--- config.mk ---
export PLATFORM = sky130hd
export DESIGN_NAME = mem_queue_ctrl
export DESIGN_NICKNAME = d
export VERILOG_FILES = /design/src/rtl/mem_pkg.sv /design/src/rtl/mem_queue_ctrl_rr_arbiter2.sv /design/src/rtl/mem_queue_ctrl.sv
export SDC_FILE = /design/constraint.sdc
export NUM_CORES = 1
export LEC_CHECK = 0
export ABC_AREA = 1
export BUFFER_PORTS_ARGS = -buffer_cell sky130_fd_sc_hd__clkbuf_2
export CAP_MARGIN = 25
export CORE_AREA = 2 2 112 92
export DETAILED_ROUTE_END_ITERATION = 12
export DIE_AREA = 0 0 114 94
export PLACE_DENSITY = 0.48
export SLEW_MARGIN = 10
export SYNTH_ARGS = -nofsm -noshare
export SYNTH_HDL_FRONTEND = slang
export SYNTH_SLANG_ARGS = --single-unit
--- constraint.sdc ---
create_clock -name Clock -period 2.75 [get_ports Clock]
set_input_delay 0.55 -clock Clock [delete_from_list [all_inputs] [get_ports Clock]]
set_output_delay 0.55 -clock Clock [all_outputs]
set_load 0.02 [all_outputs]
--- src/rtl/mem_pkg.sv ---
// Shared definitions for the memory queue controller.
//   ADDR_WIDTH / DATA_WIDTH / DEPTH : geometry of the 1024x8 MEMORY block
//   op_t : which memory operation owns the shared address port
//   rd_t : which consumer a read strobe is directed to
package mem_pkg;

  localparam int ADDR_WIDTH = 10;
  localparam int DATA_WIDTH = 8;
  localparam int DEPTH      = 1024;

  typedef enum logic {
    OP_WRITE = 1'b0,
    OP_READ  = 1'b1
  } op_t;

  typedef enum logic {
    RD_A = 1'b0,
    RD_B = 1'b1
  } rd_t;

endpackage

--- src/rtl/mem_queue_ctrl_rr_arbiter2.sv ---
// Two-requester round-robin arbiter with a last-grant register.
//   clk, rst : clock and asynchronous active-high reset
//   req[1:0] : request lines, bit 0 and bit 1
//   en       : the grant is actually consumed this cycle; the last-grant
//              register only advances when en is high
//   gnt[1:0] : one-hot (or zero) combinational grant
// A lone requester always wins and leaves the last-grant register alone;
// only a genuine conflict flips it. RESET_LAST names the requester treated
// as the previous winner, so the other one wins the first conflict.
module rr_arbiter2 #(
  parameter logic RESET_LAST = 1'b1
) (
  input  logic       clk,
  input  logic       rst,
  input  logic [1:0] req,
  input  logic       en,
  output logic [1:0] gnt
);

  logic last_q;
  logic last_d;

  always_comb begin
    gnt    = 2'b00;
    last_d = last_q;
    case (req)
      2'b01: gnt = 2'b01;
      2'b10: gnt = 2'b10;
      2'b11: begin
        gnt = last_q ? 2'b01 : 2'b10;
        if (en) begin
          last_d = ~last_q;
        end
      end
      default: gnt = 2'b00;
    endcase
  end

  always_ff @(posedge clk or posedge rst) begin
    if (rst) begin
      last_q <= RESET_LAST;
    end else begin
      last_q <= last_d;
    end
  end

endmodule

--- src/rtl/mem_queue_ctrl.sv ---
// Circular-queue controller in front of a single-address-port MEMORY.
//   Clock, Reset          : rising-edge clock, asynchronous active-high reset
//   iDataValid/iData      : producer byte stream; accepted when oReady is high
//   oReady                : combinational accept for the current cycle
//   iReqA/iReqB           : consumer read requests (held until served)
//   oWriteEnable/oAddress/oDataIn/oReadtoa/oReadtob : registered MEMORY controls
//   oValidA/oValidB       : read strobes delayed one cycle, aligned with
//                           MEMORY's oDataOuta/oDataOutb
//   oFull/oEmpty/oCount   : registered occupancy
// Exactly one memory operation is granted per cycle. Write-vs-read and
// A-vs-B conflicts are each resolved by a round-robin arbiter.
// DEPTH must equal 2**ADDR_WIDTH so the pointers wrap by plain overflow.
module mem_queue_ctrl #(
  parameter int ADDR_WIDTH = mem_pkg::ADDR_WIDTH,
  parameter int DATA_WIDTH = mem_pkg::DATA_WIDTH,
  parameter int DEPTH      = mem_pkg::DEPTH
) (
  input  logic                  Clock,
  input  logic                  Reset,
  input  logic                  iDataValid,
  input  logic [DATA_WIDTH-1:0] iData,
  output logic                  oReady,
  input  logic                  iReqA,
  input  logic                  iReqB,
  output logic                  oWriteEnable,
  output logic [ADDR_WIDTH-1:0] oAddress,
  output logic [DATA_WIDTH-1:0] oDataIn,
  output logic                  oReadtoa,
  output logic                  oReadtob,
  output logic                  oValidA,
  output logic                  oValidB,
  output logic                  oFull,
  output logic                  oEmpty,
  output logic [ADDR_WIDTH:0]   oCount
);

  import mem_pkg::*;

  localparam logic [ADDR_WIDTH:0] FULL_COUNT = (ADDR_WIDTH+1)'(DEPTH);

  logic [ADDR_WIDTH-1:0] wr_ptr_q, wr_ptr_d;
  logic [ADDR_WIDTH-1:0] rd_ptr_q, rd_ptr_d;
  logic [ADDR_WIDTH:0]   count_q, count_d;
  logic                  full_q, full_d;
  logic                  empty_q, empty_d;
  logic                  we_q, we_d;
  logic                  rda_q, rda_d;
  logic                  rdb_q, rdb_d;
  logic                  vlda_q, vldb_q;
  logic [ADDR_WIDTH-1:0] addr_q, addr_d;
  logic [DATA_WIDTH-1:0] din_q, din_d;

  logic       wr_pend;
  logic       rd_pend;
  logic [1:0] op_gnt;
  logic [1:0] rd_gnt;
  logic       do_wr;
  logic       do_rd;

  // Pending conditions use the registered flags so a grant can never
  // overfill or underflow the queue.
  assign wr_pend = iDataValid && !full_q;
  assign rd_pend = (iReqA || iReqB) && !empty_q;

  // Requester 0 is the write side; READ counts as the previous winner
  // so the first write/read conflict goes to the write.
  rr_arbiter2 #(
    .RESET_LAST(1'(OP_READ))
  ) u_op_arb (
    .clk (Clock),
    .rst (Reset),
    .req ({rd_pend, wr_pend}),
    .en  (1'b1),
    .gnt (op_gnt)
  );

  assign do_wr = op_gnt[0];
  assign do_rd = op_gnt[1];

  // Requester 0 is consumer A. The A/B history only moves when a read
  // is actually performed, so a consumer starved by a write keeps its turn.
  rr_arbiter2 #(
    .RESET_LAST(1'(RD_B))
  ) u_rd_arb (
    .clk (Clock),
    .rst (Reset),
    .req ({iReqB, iReqA}),
    .en  (do_rd),
    .gnt (rd_gnt)
  );

  // oReady equals the write grant: wr_pend && (!rd_pend || last_op==READ).
  assign oReady = do_wr;

  always_comb begin
    wr_ptr_d = wr_ptr_q;
    rd_ptr_d = rd_ptr_q;
    count_d  = count_q;
    we_d     = 1'b0;
    rda_d    = 1'b0;
    rdb_d    = 1'b0;
    addr_d   = addr_q;
    din_d    = din_q;
    if (do_wr) begin
      we_d     = 1'b1;
      addr_d   = wr_ptr_q;
      din_d    = iData;
      wr_ptr_d = wr_ptr_q + 1'b1;
      count_d  = count_q + 1'b1;
    end else if (do_rd) begin
      rda_d    = rd_gnt[0];
      rdb_d    = rd_gnt[1];
      addr_d   = rd_ptr_q;
      rd_ptr_d = rd_ptr_q + 1'b1;
      count_d  = count_q - 1'b1;
    end
    full_d  = (count_d == FULL_COUNT);
    empty_d = (count_d == '0);
  end

  always_ff @(posedge Clock or posedge Reset) begin
    if (Reset) begin
      wr_ptr_q <= '0;
      rd_ptr_q <= '0;
      count_q  <= '0;
      full_q   <= 1'b0;
      empty_q  <= 1'b1;
      we_q     <= 1'b0;
      rda_q    <= 1'b0;
      rdb_q    <= 1'b0;
      vlda_q   <= 1'b0;
      vldb_q   <= 1'b0;
      addr_q   <= '0;
      din_q    <= '0;
    end else begin
      wr_ptr_q <= wr_ptr_d;
      rd_ptr_q <= rd_ptr_d;
      count_q  <= count_d;
      full_q   <= full_d;
      empty_q  <= empty_d;
      we_q     <= we_d;
      rda_q    <= rda_d;
      rdb_q    <= rdb_d;
      // MEMORY answers one cycle after the strobe.
      vlda_q   <= rda_q;
      vldb_q   <= rdb_q;
      addr_q   <= addr_d;
      din_q    <= din_d;
    end
  end

  assign oWriteEnable = we_q;
  assign oAddress     = addr_q;
  assign oDataIn      = din_q;
  assign oReadtoa     = rda_q;
  assign oReadtob     = rdb_q;
  assign oValidA      = vlda_q;
  assign oValidB      = vldb_q;
  assign oFull        = full_q;
  assign oEmpty       = empty_q;
  assign oCount       = count_q;

endmodule

==> results.toml <==
[outcome]
status = "finished, final reports clean"

[cts]
htree_num_levels = 3
cts_tree = "built"
clk_path_buf_depth = 2
post_cts_buffers = 0
hold_buffers = 0
numCtsBuffers = 9
clkSinkCount = 58
clk_pin_slew_ps = 50
clockRootBuffer = "clkbuf_16"
cts-resized-gates = 0
clock_latency_ps = 330

[sta]
rsz0062_at_grt = "no"
finalHoldViolCount = 0
clock_skew_ps = 6.07
post-route-period-util_pct = 84.3
max_freq_mhz = 431
setup_viol = 0
min_period_ps = 2320
tightestPinTransition_ps = 538
setup_tns_ps = 0
max_slew_margin_pct = 64.1
maxSlewViolCount = 0

[synth]
syn_avg_cell_area_um2 = 8.59
synth_area_um2 = 2830
syn_nets = 346
yosys.area_share.xor_xnor_pct = 5.88
netlist_instances = 329
yosys_warnings = 0
synthAdderAreaFrac_pct = 1.77
synthMuxAreaShare_pct = 0
yosysSeqAreaShare_pct = 51.5
synth_edf_count = 0
synth_top_family_by_area = "simple AND/OR/NAND/NOR gates"
ys_ff_latch = 58
synth_compound_area_share_pct = 4.29
synthDistinctLibCells = 29
async_flop_share_pct = 100
synth_ff_type = "dfrtp_1"
yosys.area_share.simple_pct = 29.5

[floorplan]
dieArea_um2 = 10700
fp-row-count = 32
start_util_pct = 29.7
num_io_pins = 50
die_w_um = 114
fp.coreArea_um2 = 9530
dieHeight_um = 94

[critical_path]
cp_data_arrival_time_ps = 1770
end_kind = "primary output"
crit_type = "reg -> out"
cp_max_fo = 12
cp.buffers_inverters = 3
worstPathRequired_ps = 2200
cp_cell_sequence = "inv_1, nand3_2, nand2_2, inv_1, clkbuf_2"
slowest_stage = "dfstp_2"
max_stage_delay_ps = 560
start_kind = "register"
cp_top_family = "buffers and inverters"
crit_top_cell = "inv_1"

[layout]
diodes = 0
mostFrequentLayoutCells = "nand2_1 (112), dfrtp_1 (55), clkbuf_2 (49), inv_1 (33), nor2_1 (24)"
layout_commonest_cell = "nand2_1"
areaGrowthSynthToFinish_pct = 24.9
drive_gt1_share_pct = 24.9
nNetsFinal = 406
fillCellCount = 988
utilization_pct = 37.1

[global_route]
grt_usage_pct = 13.3
overflow = 0
grt_pass1_wl_um = 10900
first_global_vias = 2132
grt_max_degree = 30
grt_antenna_before_repair = 0

[drt]
routedWlPerCell_um = 13.0
vias_per_cell = 4.41
drc_errors = 0
ant_nets = 0
drt_iter0_drc = 138
first_pass_iters = 4
wl_um = 6650
vias = 2261

[pwr]
p_leak_nw = 1.84
p_per_area_nw_per_um2 = 1160
peakVddDrop_uv = 444

[place]
globalplace.congestion = 0.850
place_hpwl_um = 4850
portBuffers = 49

[job]
maxCapViolCount = 0

[hold_path]
hold_class = "in -> async"
synthesized netlist by cell type, types with 4 or more instances:
| master | count | area share (%) |
|---|---|---|
| nand4_1 | 5 | 1.1 |
| o21ai_0 | 5 | 0.88 |
| nand2_2 | 7 | 1.5 |
| nand2_1 | 112 | 15 |
| inv_2 | 4 | 0.53 |
| inv_1 | 34 | 4.5 |
| buf_6 | 4 | 1.6 |
| ha_1 | 4 | 1.8 |
| nor3_1 | 6 | 1.1 |
| xor2_1 | 17 | 5.3 |
| dfrtp_1 | 55 | 49 |
| nand3_1 | 22 | 3.9 |
| nor2_1 | 24 | 3.2 |
| o221ai_1 | 4 | 1.2 |
registers in the layout, indices dropped and copies added, names as in the netlist:
name / count
oAddress: 10
oCount: 11
oDataIn: 8
oEmpty: 1
oFull: 1
oReadtoa: 1
oReadtob: 1
oValidA: 1
oValidB: 1
oWriteEnable: 1
rd_ptr_q: 10
u_op_arb.last_q: 1
u_rd_arb.last_q: 1
wr_ptr_q: 10
worst paths after layout:
path,start,slack [ps],endpoint,cells after the start
max,oEmpty,430,oReady,5
max in group asynchronous,Reset,1760,u_rd_arb.last_q,3
min,Reset,250,oDataIn[5],2
max reg2reg,oEmpty,770,wr_ptr_q[6],8
min in group Clock,oReadtob,370,oValidB,0
min reg2reg,oReadtob,370,oValidB,0
routing by layer:
layer,global-route usage [%],vias up,wire [um]
met1,20.0,1014,3490
li1,-,1166,-
met4,4.88,0,58
met3,4.90,7,504
met2,17.0,74,2590
met5,0,-,0
final cells by class:
class                           count  area, um^2  area share (%)
Clock buffer                       11         243            6.87
Multi-Input combinational cell    226        1170            33.2
Inverter                           39         146            4.14
Tap cell                          119         149            4.22
Timing Repair Buffer               55         290            8.22
Sequential cell                    58        1460            41.2
Clock inverter                      5        77.6            2.20
through the flow:
stage / instances / instance area, um^2 / power [mW] / hold slack [ps] / setup slack [ps]
detailed placement: 497 / 3210 / 2.93 / 359 / 597
global placement: 497 / 3210 / 2.93 / 363 / 612
CTS: 513 / 3530 / 4.16 / 256 / 384
finish: 513 / 3530 / 4.11 / 249 / 432
floorplan: 329 / 2830 / 2.47 / 442 / 777
global route: 513 / 3530 / 4.41 / 296 / 314
cells by family after synthesis:
logic type | Yosys count
buffers and inverters | 45
AND/OR/NAND/NOR | 187
AO/OA/AOI/OAI | 16
adder cells (fa/ha/maj) | 4
flip-flops | 58
XOR/XNOR | 19
where the power goes:
group	switching, mW	internal, mW
Sequential	0.281	1.19
Clock	0.378	0.813
Combinational	0.967	0.481
Total	1.63	2.48
worst register-to-register path, delay by kind of cell, from the launching register on:
kind | cells | cell delay, ps
simple gates | 5 | 720
buf+inv | 2 | 440
flops | 1 | 560
xor+xnor | 1 | 150
Power figures use the tool's default switching activity.
